--- src/rtl/fcvt_arbiter.sv ---
// Round-robin arbiter sharing one float->int32 converter among NREQ requesters.
// Optional FCVT_SAT_EN: saturate out-of-range/inf/NaN inputs instead of wrapping.
module fcvt_arbiter #(
    parameter int NREQ = 2,
    parameter int LAT  = 1
) (
    input  logic              clk,
    input  logic              rstn,
    input  logic [NREQ-1:0]   req_valid,
    input  logic [NREQ*32-1:0] req_x,
    output logic [NREQ-1:0]   req_ready,
    output logic [NREQ-1:0]   rsp_valid,
    output logic [31:0]       rsp_y,
    input  logic [NREQ-1:0]   rsp_ready,
    output logic              busy
);

    localparam int PW = $clog2(NREQ);
    localparam int CW = 3;

    localparam logic [1:0] IDLE = 2'd0;
    localparam logic [1:0] CALC = 2'd1;
    localparam logic [1:0] DONE = 2'd2;

    logic [1:0]    state_q;
    logic [PW-1:0] ptr_q;
    logic [PW-1:0] gnt_q;
    logic [31:0]   op_q;
    logic [CW-1:0] cnt_q;

    logic          gnt_any;
    logic [PW-1:0] gnt_idx;
    logic          ack;

    // Scan from the rr pointer upward, wrapping, and take the first valid.
    always_comb begin
        int idx;
        idx     = 0;
        gnt_any = 1'b0;
        gnt_idx = '0;
        for (int k = 0; k < NREQ; k++) begin
            idx = int'(ptr_q) + k;
            if (idx >= NREQ) idx = idx - NREQ;
            if (!gnt_any && req_valid[idx]) begin
                gnt_any = 1'b1;
                gnt_idx = PW'(idx);
            end
        end
    end

    assign req_ready = (state_q == IDLE && gnt_any) ?
                       (NREQ'(1) << gnt_idx) : '0;
    assign rsp_valid = (state_q == DONE) ? (NREQ'(1) << gnt_q) : '0;
    assign busy      = (state_q != IDLE);
    assign ack       = (state_q == DONE) && rsp_ready[gnt_q];

    logic [7:0]  e;
    logic [7:0]  shamt;
    logic [32:0] mant;
    logic [32:0] mag2;
    logic [31:0] mag;
    logic [31:0] raw;
    logic [31:0] conv;

    // Mantissa left-justified in 32 bits: value*2 = mant >> (157-e).
    always_comb begin
        e     = op_q[30:23];
        shamt = 8'd157 - e;
        mant  = {2'b01, op_q[22:0], 8'h00};
        mag2  = (mant >> shamt) + 33'd1;
        mag   = mag2[32:1];
        raw   = op_q[31] ? (-mag) : mag;
`ifdef FCVT_SAT_EN
        if (e == 8'hFF && op_q[22:0] != 23'd0)
            conv = 32'h7FFF_FFFF;
        else if (e >= 8'd158)
            conv = op_q[31] ? 32'h8000_0000 : 32'h7FFF_FFFF;
        else
            conv = raw;
`else
        conv = raw;
`endif
    end

    always_ff @(posedge clk or negedge rstn) begin
        if (!rstn) begin
            state_q <= IDLE;
            ptr_q   <= '0;
            gnt_q   <= '0;
            op_q    <= '0;
            cnt_q   <= '0;
            rsp_y   <= '0;
        end else begin
            unique case (state_q)
                IDLE: begin
                    if (gnt_any) begin
                        op_q    <= req_x[gnt_idx*32 +: 32];
                        gnt_q   <= gnt_idx;
                        cnt_q   <= '0;
                        state_q <= CALC;
                    end
                end
                CALC: begin
                    if (cnt_q == CW'(LAT - 1)) begin
                        rsp_y   <= conv;
                        cnt_q   <= '0;
                        state_q <= DONE;
                    end else begin
                        cnt_q <= cnt_q + 1'b1;
                    end
                end
                DONE: begin
                    if (ack) begin
                        ptr_q   <= (gnt_q == PW'(NREQ - 1)) ?
                                   '0 : gnt_q + 1'b1;
                        state_q <= IDLE;
                    end
                end
                default: state_q <= IDLE;
            endcase
        end
    end

endmodule

--- config.mk ---
export PLATFORM = sky130hd
export DESIGN_NAME = fcvt_arbiter
export DESIGN_NICKNAME = d
export VERILOG_FILES = /design/src/rtl/fcvt_arbiter.sv
export SDC_FILE = /design/constraint.sdc
export NUM_CORES = 1
export LEC_CHECK = 0
export CAP_MARGIN = 20
export CORE_MARGIN = 2
export CORE_UTILIZATION = 35
export CTS_CLUSTER_SIZE = 10
export DETAILED_ROUTE_END_ITERATION = 7
export SLEW_MARGIN = 20
export SYNTH_ARGS = -nofsm -noshare
export SYNTH_HDL_FRONTEND = slang
export SYNTH_SLANG_ARGS = --single-unit
--- constraint.sdc ---
create_clock -name clk -period 7.05 [get_ports clk]
set_input_delay 1.41 -clock clk [delete_from_list [all_inputs] [get_ports clk]]
set_output_delay 1.41 -clock clk [all_outputs]
set_load 0.05 [all_outputs]
==> run metrics <==
largest net degree at the start of global routing between 70 and 80; Synth Cell Area slightly above 7000 um2; initial core utilization 0.354; met2 WL approximately 10,000 um; crit-path cells buf_4 -> mux2i_1 -> mux4_2 -> or3_1 -> nor2_1 -> o31a_1 -> ha_1 -> nand3_2 -> nor4_4 -> nand4_1 -> xnor2_1 -> o2111ai_2 -> or3_1 -> nor4_1 -> o21ai_1; xor-xnor portion of the synthesized cell area 0.0713; register clock-pin slew on the reported worst setup and hold paths around 0.060 ns; Critical Path RT approximately 7.3 ns; Tightest Pin Transition approximately 1.1 ns; Clock Skew roughly 0.0066 ns; total number of vias approximately 7.0k; Die Y roughly 150 um; CTS root buf clkbuf_16; Seq cells post-synth ~70; WL met3 about 1300 um; CP bufs+invs 1; Fill cells between 2k and 2.5k; Synth async-reset ratio 1.00; final critical-path share of the clock period 0.808; register area share after synthesis 0.250; Skew-Pair Late Insertion Delay around 0.35 ns; CP Max Fanout ~60; post-CTS resize count 0; FP Rows 52; Buffers on Ports 106; Post-DRT Antenna Nets 0; CTS Sinks between 70 and 80; initial antenna violation count 0; final setup violation count 0; max layer used met4; CP max stage delay slightly above 0.6 ns; CP startpoint kind flop; CTS tree built; Slew headroom 0.281; cell repeated most along the worst path or3_1; post-CTS setup buffers 0; Core Box Area 20,100 um2; vias in the first global route 6,504; n_diodes 0; prevailing post-synth register cell dfrtp_1; DIE AREA 21,500 um2; DR iter-0 viols between 600 and 700; Simple-Gate Fraction of Synth Area 0.236; layout cell share with drive strength beyond 1 0.116; Max Buffers Root-to-Sink 2; H-tree levels 3; EDFF count, synth 0; Total GRT Usage 0.213; Post-Route M1 WL ~10,000 um; drc violations 0; Fin. Hold Viols 0; Final Max Tran Viols 0; global-route wire length before repair around 37,000 um; chip width roughly 150 um; Adder-Cell Fraction of Synth Area 0.00880; synth warn 0; HP Class reg -> reg; Layout Nets 979; drt total wl between 20,000 and 25,000 um; Cells after Synth approximately 830; Syn Area/Cell around 8.6 um2; most frequent cells in the layout clkdlybuf4s50_1 (105), nand2_1 (80), dfrtp_1 (70); status completed; mux cell area share after synthesis 0.127; Synth cell types 95; GP Congestion 0.948; top cell family by delay on the critical path simple AND/OR/NAND/NOR gates; CP Class reg -> reg; DP HPWL between 15,000 and 20,000 um; syn_nets approximately 900; f_max 0.176 GHz; MaxCap Viol Count 0; vias per cell between 5 and 6; largest family of logic cells by synthesized area compound AO/OA/AOI/OAI gates; commonest non-fill, non-tap cell in the layout clkdlybuf4s50_1; Critical Path AT between 5 and 6 ns; TNS Setup 0 ns; number of detailed-route iterations in the first pass 6; CP max stage cell mux4_2; Area Growth Syn to Fin 22.2%; cts hold-fix bufs 0; # IOs 107; Tmin final approximately 5.7 ns; DR WL/cell 19.3 um; cts bufs inserted 9; CP Capture Type flop; RSZ-0062 raised after global routing no; Compound-Gate Fraction of Synth Area 0.239; grt ovf 0
[logic make-up (layout without fill, tap and decap cells)]
logic type / after synthesis / count (layout)
DFF: 71 / 71
muxes: 67 / 67
adders and majority gates: 5 / 5
xor gates and xnor gates: 57 / 57
and+or+nand+nor: 308 / 308
buffers and inverters: 105 / 186
AOI/OAI and AO/OA: 215 / 215
[area by class of cell]
type | instances | area (um2) | area share
repair buffers | 120 | 1160 | 0.134
clock buffers | 11 | 253 | 0.0291
clock inverters | 5 | 104 | 0.0120
inverters | 50 | 188 | 0.0216
multi-input cells | 652 | 4860 | 0.560
well taps | 270 | 338 | 0.0389
flip-flops and latches | 71 | 1780 | 0.205
[tightest hold or removal path: cells and delay by family (launching register included)]
family	cells	cell delay, ns
AND/OR/NAND/NOR	1	0.04
AO/OA/AOI/OAI	1	0.06
flip-flops	1	0.34
[metrics by stage]
step / cells / setup slack [ns] / util / area [um2] / hold slack, ns
floorplan: 828 / 2.00 / - / 7110 / 0.443
global placement: 1163 / 1.56 / 0.414 / 8330 / 0.460
detailed placement: 1163 / 1.42 / 0.414 / 8330 / 0.467
CTS: 1179 / 1.41 / 0.432 / 8690 / 0.479
global route: 1179 / 0.805 / 0.432 / 8690 / 0.496
finish: 1179 / 1.36 / 0.432 / 8690 / 0.474
[per-layer routing]
layer | up-vias | track usage
li1 | 3320 | -
met1 | 3373 | 0.297
met2 | 272 | 0.338
met3 | 43 | 0.0322
met4 | 0 | 0.0709
met5 | - | 0
[worst paths after layout]
check	from	endpoint	slack, ns	depth (start not counted)
max in group asynchronous	rstn	op_q[24]	5.23	1
min	rsp_y[8]	rsp_y[8]	0.47	2
max reg2reg	op_q[24]	rsp_y[31]	1.36	15
max	op_q[24]	rsp_y[31]	1.36	15
min reg2reg	rsp_y[8]	rsp_y[8]	0.47	2
min in group asynchronous	rstn	cnt_q[2]	1.19	1
[synth_stat cells, types with 4 or more instances]
cell type,n,share of area
nand2_1,80,0.042
dfrtp_1,71,0.25
nor2_1,61,0.032
inv_1,48,0.025
xnor2_1,40,0.049
a222oi_1,34,0.048
mux2i_1,34,0.048
clkbuf_1,28,0.015
o21ai_0,28,0.020
nand3_1,26,0.018
nor3_1,22,0.015
mux4_2,17,0.054
o21ai_1,17,0.012
a21oi_1,16,0.011
xor2_1,16,0.020
and3_1,15,0.013
mux2_2,15,0.024
nand2b_1,15,0.013
buf_2,12,0.0084
nand4_1,12,0.011
nor4_1,12,0.011
a31oi_1,10,0.0088
and2_1,9,0.0079
o211ai_1,9,0.0095
o22ai_1,9,0.0079
o31ai_1,9,0.0095
or3_1,9,0.0079
nor2b_1,7,0.0062
o32ai_1,7,0.0086
buf_1,6,0.0032
o221ai_1,6,0.0074
a211oi_1,5,0.0053
ha_1,5,0.0088
nor3b_1,5,0.0053
o22a_1,5,0.0062
or2_2,5,0.0044
a22oi_1,4,0.0042
a2bb2oi_1,4,0.0049
[registers in the layout (all words and copies together) (netlist names)]
signal,flops
op_q,32
rsp_y,32
cnt_q,3
state_q,2
gnt_q,1
ptr_q,1
Power is left out: the tool's default activity adds up to more than one toggle a clock period on the data nets, which glitch-free logic cannot reach.
